===== config.mk =====
export PLATFORM = sky130hd
export DESIGN_NAME = gray_count_monitor_flat
export DESIGN_NICKNAME = d
export VERILOG_FILES = /design/src/rtl/gray_count_monitor_if.sv /design/src/rtl/gray_count_monitor.sv /design/src/flat_wrapper.sv
export SDC_FILE = /design/constraint.sdc
export NUM_CORES = 1
export LEC_CHECK = 0
export ABC_AREA = 0
export ABC_CLOCK_PERIOD_IN_PS = 2900
export BUFFER_PORTS_ARGS = -buffer_cell sky130_fd_sc_hd__buf_2
export CELL_PAD_IN_SITES_DETAIL_PLACEMENT = 1
export CELL_PAD_IN_SITES_GLOBAL_PLACEMENT = 2
export CORE_UTILIZATION = 34
export DETAILED_ROUTE_END_ITERATION = 10
export PLACE_DENSITY_LB_ADDON = 0.1
export SLEW_MARGIN = 20
export SYNTH_ARGS = -nofsm -noshare
export SYNTH_HDL_FRONTEND = slang
export SYNTH_SLANG_ARGS = --single-unit

===== constraint.sdc =====
create_clock -name clk -period 2.9 [get_ports clk]
set_input_delay 0.29 -clock clk [delete_from_list [all_inputs] [get_ports clk]]
set_output_delay 0.29 -clock clk [all_outputs]
set_load 0.1 [all_outputs]

===== src/rtl/gray_count_monitor_if.sv =====
// gray_count_monitor_if
//   Groups the sample input, the error-clear strobe and every result signal of
//   gray_count_monitor into one bundle.
//   master : the side that drives the gray samples and reads the results
//   slave  : the monitor itself
//   Signals:
//     g_valid, g_count   gray sample and its qualifier      (master -> slave)
//     err_clr            clears the error statistics        (master -> slave)
//     bin_valid, bin_count, step_err, wrap_pulse,
//     locked, err_sticky, err_cnt                           (slave -> master)
interface gray_count_monitor_if #(
   parameter int N         = 5,
   parameter int ERR_CNT_W = 8
);
   logic                 g_valid;
   logic [N-1:0]         g_count;
   logic                 err_clr;
   logic                 bin_valid;
   logic [N-1:0]         bin_count;
   logic                 step_err;
   logic                 wrap_pulse;
   logic                 locked;
   logic                 err_sticky;
   logic [ERR_CNT_W-1:0] err_cnt;

   modport master (
      output g_valid, g_count, err_clr,
      input  bin_valid, bin_count, step_err, wrap_pulse, locked, err_sticky, err_cnt
   );

   modport slave (
      input  g_valid, g_count, err_clr,
      output bin_valid, bin_count, step_err, wrap_pulse, locked, err_sticky, err_cnt
   );
endinterface


===== src/rtl/gray_count_monitor.sv =====
// gray_count_monitor
//   Samples a gray-coded count, converts it to binary through a two-stage
//   registered pipeline and classifies every valid sample against the previous
//   one as hold, legal +1 step (with wrap) or illegal jump. Tracks a lock state
//   and keeps sticky / saturating error statistics.
//   Ports:
//     clk   rising-edge clock for all logic
//     srst  synchronous active-high reset, priority over every input
//     bus   gray_count_monitor_if.slave: g_valid/g_count/err_clr in,
//           bin_valid/bin_count/step_err/wrap_pulse/locked/err_sticky/err_cnt out
module gray_count_monitor #(
   parameter int N         = 5,
   parameter int ERR_CNT_W = 8,
   parameter int LOCK_N    = 4
) (
   input  logic                  clk,
   input  logic                  srst,
   gray_count_monitor_if.slave   bus
);

   typedef enum logic [1:0] {
      ST_ACQUIRE = 2'd0,
      ST_RESYNC  = 2'd1,
      ST_TRACK   = 2'd2
   } state_t;

   localparam logic [3:0]           LOCK_TARGET = 4'(LOCK_N);
   localparam logic [N-1:0]         BIN_ONE     = {{(N-1){1'b0}}, 1'b1};
   localparam logic [ERR_CNT_W-1:0] ERR_ONE     = {{(ERR_CNT_W-1){1'b0}}, 1'b1};

   // stage 1: raw sample
   logic                 s1_valid_q;
   logic [N-1:0]         s1_gray_q;

   // stage 2: results and tracking state
   state_t               state_q, state_d;
   logic [3:0]           good_q, good_d;
   logic [N-1:0]         ref_q, ref_d;
   logic                 bin_valid_q;
   logic [N-1:0]         bin_count_q;
   logic                 step_err_q, step_err_d;
   logic                 wrap_q, wrap_d;
   logic [ERR_CNT_W-1:0] err_cnt_q, err_cnt_d;
   logic                 err_sticky_q, err_sticky_d;

   logic [N-1:0]         bin_w;
   logic [N-1:0]         ref_inc;
   logic                 is_hold;
   logic                 is_step;

   // Each binary bit is the XOR of all gray bits at or above it; written as a
   // reduction per bit so there is no combinational chain through bin_w.
   generate
      for (genvar gi = 0; gi < N; gi++) begin : g_gray2bin
         assign bin_w[gi] = ^s1_gray_q[N-1:gi];
      end
   endgenerate

   assign ref_inc = ref_q + BIN_ONE;      // wraps naturally at 2^N
   assign is_hold = (bin_w == ref_q);
   assign is_step = (bin_w == ref_inc);

   always_comb begin
      state_d      = state_q;
      good_d       = good_q;
      ref_d        = ref_q;
      step_err_d   = 1'b0;
      wrap_d       = 1'b0;
      err_cnt_d    = err_cnt_q;
      err_sticky_d = err_sticky_q;

      if (s1_valid_q) begin
         ref_d = bin_w;
         case (state_q)
            ST_ACQUIRE: begin
               // first sample after reset only establishes the reference
               state_d = ST_RESYNC;
               good_d  = 4'd0;
            end
            ST_RESYNC: begin
               if (is_step) begin
                  good_d = good_q + 4'd1;
                  if (good_d == LOCK_TARGET) begin
                     state_d = ST_TRACK;
                  end
               end else if (!is_hold) begin
                  step_err_d = 1'b1;
                  good_d     = 4'd0;
               end
            end
            ST_TRACK: begin
               if (!is_step && !is_hold) begin
                  step_err_d = 1'b1;
                  good_d     = 4'd0;
                  state_d    = ST_RESYNC;
               end
            end
            default: begin
               state_d = ST_ACQUIRE;
               good_d  = 4'd0;
            end
         endcase
         wrap_d = (state_q == ST_RESYNC || state_q == ST_TRACK) && is_step && (ref_q == '1);
      end

      // a new error outranks a simultaneous clear: the count restarts at one
      if (step_err_d) begin
         err_sticky_d = 1'b1;
         if (bus.err_clr) begin
            err_cnt_d = ERR_ONE;
         end else if (err_cnt_q != '1) begin
            err_cnt_d = err_cnt_q + ERR_ONE;
         end
      end else if (bus.err_clr) begin
         err_cnt_d    = '0;
         err_sticky_d = 1'b0;
      end
   end

   always_ff @(posedge clk) begin
      if (srst) begin
         s1_valid_q   <= 1'b0;
         s1_gray_q    <= '0;
         state_q      <= ST_ACQUIRE;
         good_q       <= 4'd0;
         ref_q        <= '0;
         bin_valid_q  <= 1'b0;
         bin_count_q  <= '0;
         step_err_q   <= 1'b0;
         wrap_q       <= 1'b0;
         err_cnt_q    <= '0;
         err_sticky_q <= 1'b0;
      end else begin
         s1_valid_q   <= bus.g_valid;
         s1_gray_q    <= bus.g_count;
         state_q      <= state_d;
         good_q       <= good_d;
         ref_q        <= ref_d;
         bin_valid_q  <= s1_valid_q;
         if (s1_valid_q) begin
            bin_count_q <= bin_w;
         end
         step_err_q   <= step_err_d;
         wrap_q       <= wrap_d;
         err_cnt_q    <= err_cnt_d;
         err_sticky_q <= err_sticky_d;
      end
   end

   assign bus.bin_valid  = bin_valid_q;
   assign bus.bin_count  = bin_count_q;
   assign bus.step_err   = step_err_q;
   assign bus.wrap_pulse = wrap_q;
   assign bus.locked     = (state_q == ST_TRACK);
   assign bus.err_sticky = err_sticky_q;
   assign bus.err_cnt    = err_cnt_q;

endmodule


===== src/flat_wrapper.sv =====
// flat-port wrapper written by rule: the top's interface ports become plain ports
module gray_count_monitor_flat 
#(
   parameter int N         = 5,
   parameter int ERR_CNT_W = 8,
   parameter int LOCK_N    = 4
)
  (clk, srst, bus_g_valid, bus_g_count, bus_err_clr, bus_bin_valid, bus_bin_count, bus_step_err, bus_wrap_pulse, bus_locked, bus_err_sticky, bus_err_cnt);
  gray_count_monitor_if #(.N(N), .ERR_CNT_W(ERR_CNT_W)) bus_i ();
  input  logic clk;
  input  logic srst;
  input wire logic [$bits(bus_i.g_valid)-1:0] bus_g_valid;
  input wire logic [$bits(bus_i.g_count)-1:0] bus_g_count;
  input wire logic [$bits(bus_i.err_clr)-1:0] bus_err_clr;
  output wire logic [$bits(bus_i.bin_valid)-1:0] bus_bin_valid;
  output wire logic [$bits(bus_i.bin_count)-1:0] bus_bin_count;
  output wire logic [$bits(bus_i.step_err)-1:0] bus_step_err;
  output wire logic [$bits(bus_i.wrap_pulse)-1:0] bus_wrap_pulse;
  output wire logic [$bits(bus_i.locked)-1:0] bus_locked;
  output wire logic [$bits(bus_i.err_sticky)-1:0] bus_err_sticky;
  output wire logic [$bits(bus_i.err_cnt)-1:0] bus_err_cnt;
  assign bus_i.g_valid = bus_g_valid;
  assign bus_i.g_count = bus_g_count;
  assign bus_i.err_clr = bus_err_clr;
  assign bus_bin_valid = bus_i.bin_valid;
  assign bus_bin_count = bus_i.bin_count;
  assign bus_step_err = bus_i.step_err;
  assign bus_wrap_pulse = bus_i.wrap_pulse;
  assign bus_locked = bus_i.locked;
  assign bus_err_sticky = bus_i.err_sticky;
  assign bus_err_cnt = bus_i.err_cnt;
  gray_count_monitor #(.N(N), .ERR_CNT_W(ERR_CNT_W), .LOCK_N(LOCK_N)) u_core (.clk(clk), .srst(srst), .bus(bus_i));
endmodule

==> flow_summary.yaml <==
pwr:
  irDropWorstVdd_uv: 225
  power_density_nw_per_um2: 495
  leakage_nw: 0.765
global_routing:
  grt_pass1_vias: 1475
  antenna_found_initial: 0
  grt_usage_pct: 17.5
  overflow: 0
  grt_max_degree: 28
  grt_pass1_wl_mm: 6.90
detailed_routing:
  antenna_left: 0
  drt_wl_total_mm: 3.92
  drcViolationCount: 0
  dr.first_iter.drc_count: 37
  drtPass1Iterations: 2
  via_per_inst: 5.46
  dr_total_vias: 1408
  wire_per_inst_um: 15.2
cts:
  h-tree-depth: 2
  clockBufferDepth: 2
  tritoncts: "done"
  insertion_delay_ns: 0.28
  root_buffer: "clkbuf_8"
  cts_resized: 0
  path_clk_slew_ns: 0.06
  holdBufCountCts: 0
  post-cts-setup-buffer-count: 0
  cts_buffers: 5
  cts.sinks: 29
logic_synthesis:
  syn_avg_cell_area_sq_um: 9.30
  async_flop_share_pct: 0
  synth_cells: 177
  syn-num-nets: 194
  synth_edf_count: 0
  synth_seq_cells: 29
  yosys_warnings: 0
  synth_ff_type: "dfxtp_1"
  synth_cell_types: 47
  synth-seq-area-share_pct: 35.3
  syn-cell-area_sq_um: 1650
critical_path:
  cp_max_fo: 17
  cp_data_arrival_time_ns: 2.83
  worst_setup_path_end_kind: "flop"
  start_kind: "flop"
  critPathKind: "reg -> reg"
  critPathRequiredTime_ns: 3.08
cells_and_area:
  area_growth_pct: 15.0
  antennaDiodeCount: 0
  nFillCells: 539
  layout.nets: 222
  drive_gt1_share_pct: 22.3
  fin_cells: 258
  design_area_sq_um: 1890
timing:
  skew_ns: 0.00492
  hold_viol_final: 0
  setup_viol: 0
  period_share_pct: 91.4
  period_needed_ns: 2.65
  fin_setup_tns_ns: 0
  slew_violations: 0
  relSlewSlack_pct: 37.0
  max_freq_mhz: 377
  rsz0062_at_grt: "false"
  tightest_slew_ns: 0.945
min_path:
  hp-class: "in -> reg"
die:
  die_area_sq_um: 5130
  start_util_pct: 36.6
  rows: 24
  die_h_um: 71.6
  die_w_um: 71.6
  io_pins: 27
  fp.coreArea_sq_um: 4500
place:
  dp.cells: 250
  gp_congestion: 0.780
  portBuffers: 26
  hpwl_mm: 2.85
  placed_area_sq_um: 1810
job:
  max_cap_viol_count: 0
status:
  status: "completed"
worst max-delay path: stages, from the launching register on:
cell	delay, ns
dfxtp_2	0.36
ha_1	0.22
and3_1	0.19
ha_1	0.29
and2_1	0.14
mux2i_2	0.11
o32ai_2	0.83
a21oi_2	0.16
o211a_1	0.25
cell usage after synthesis, types with 2 or more instances:
| cell type | n | area share, % |
|---|---|---|
| mux2i_1 | 5 | 3.0 |
| and3_1 | 3 | 1.1 |
| nor4_1 | 3 | 1.1 |
| nand3_1 | 5 | 1.5 |
| dfxtp_1 | 29 | 35 |
| a211oi_1 | 3 | 1.4 |
| nand2b_1 | 5 | 1.9 |
| o211a_1 | 2 | 1.2 |
| a31oi_1 | 2 | 0.76 |
| xnor2_4 | 2 | 3.3 |
| nand2_1 | 7 | 1.6 |
| xnor2_1 | 6 | 3.2 |
| clkbuf_1 | 3 | 0.68 |
| nor2_1 | 16 | 3.6 |
| o211ai_1 | 3 | 1.4 |
| nor4b_1 | 3 | 1.6 |
| inv_1 | 5 | 1.1 |
| and2_1 | 4 | 1.5 |
| a21oi_1 | 9 | 2.7 |
| mux2i_2 | 2 | 1.7 |
| buf_6 | 2 | 1.4 |
| ha_1 | 8 | 6.1 |
| o21ai_0 | 5 | 1.5 |
| or2_2 | 2 | 0.76 |
| nand4b_1 | 2 | 1.1 |
| o31ai_1 | 4 | 1.8 |
| nand4_1 | 3 | 1.1 |
| nor3_1 | 2 | 0.61 |
| or3_1 | 4 | 1.5 |
| xor2_1 | 5 | 2.7 |
| nor2b_1 | 7 | 2.7 |
cell families after synthesis:
family	after synthesis	synth area share, %
compound gates	36	15.5
mux	7	4.71
buf+inv	11	3.42
fa+ha+maj	8	6.08
xor+xnor	14	10.2
simple gates	72	24.8
flops	29	35.3
power breakdown:
group	total, mW	switching [mW]	internal, mW
Clock	0.321	0.151	0.170
Sequential	0.426	0.0160	0.410
Combinational	0.192	0.124	0.0671
Total	0.939	0.291	0.647
final cells by class:
type	count	area [sq um]	area share [%]
Clock buffer	8	80.1	4.23
Timing Repair Buffer	27	138	7.27
Sequential cell	29	583	30.8
Tap cell	52	65.1	3.43
Inverter	5	18.8	0.991
Multi-Input combinational cell	137	1010	53.3
through the flow:
stage          utilization (%)  hold slack (ns)  total power, mW  setup WS [ns]
2_1_floorplan                -            0.418            0.597          0.102
3_3_place_gp              40.3            0.458            0.623          0.330
3_5_place_dp              40.3            0.462            0.627          0.232
4_1_cts                   42.1            0.212            0.956          0.222
5_1_grt                   42.1            0.211            0.995         0.0252
6_report                  42.1            0.217            0.939          0.250
cell usage in the layout, fill, tap and decap left out, types with 5 or more instances in the layout:
master and count:
nor2b_1 7, buf_2 26, inv_1 5, nor2_1 16, ha_1 8, nand2_1 7, xor2_1 5, nand3_1 5
mux2i_1 5, nand2b_1 5, xnor2_1 6, a21oi_1 9, dfxtp_1 27, clkbuf_8 5, o21ai_0 5
state kept, by name (all words and copies together), names as in the netlist:
signal,flops
u_core.bus.bin_valid,1
u_core.s1_gray_q,5
u_core.state_q,2
u_core.bus.wrap_pulse,1
u_core.bus.err_sticky,1
u_core.s1_valid_q,1
u_core.bus.step_err,1
u_core.bus.err_cnt,8
u_core.good_q,4
u_core.ref_q,5
final timing paths:
| check | start | to | slack [ns] | cells after the start |
|---|---|---|---|---|
| setup / recovery | u_core.ref_q[0] | u_core.state_q[0] | 0.25 | 8 |
| hold / removal | bus_g_count[0] | u_core.s1_gray_q[0] | 0.22 | 2 |
| setup reg to reg | u_core.ref_q[0] | u_core.state_q[0] | 0.25 | 8 |
| hold reg to reg | u_core.bus.err_sticky | u_core.bus.err_sticky | 0.47 | 2 |
layer usage:
| metal | up-vias | track usage, % | wire (um) |
|---|---|---|---|
| met5 | - | 0 | 0 |
| met4 | 0 | 5.88 | 47 |
| met3 | 5 | 5.20 | 111 |
| met2 | 21 | 29.1 | 1890 |
| met1 | 684 | 21.8 | 1870 |
| li1 | 698 | - | - |
(Power assumes the default switching activity.)
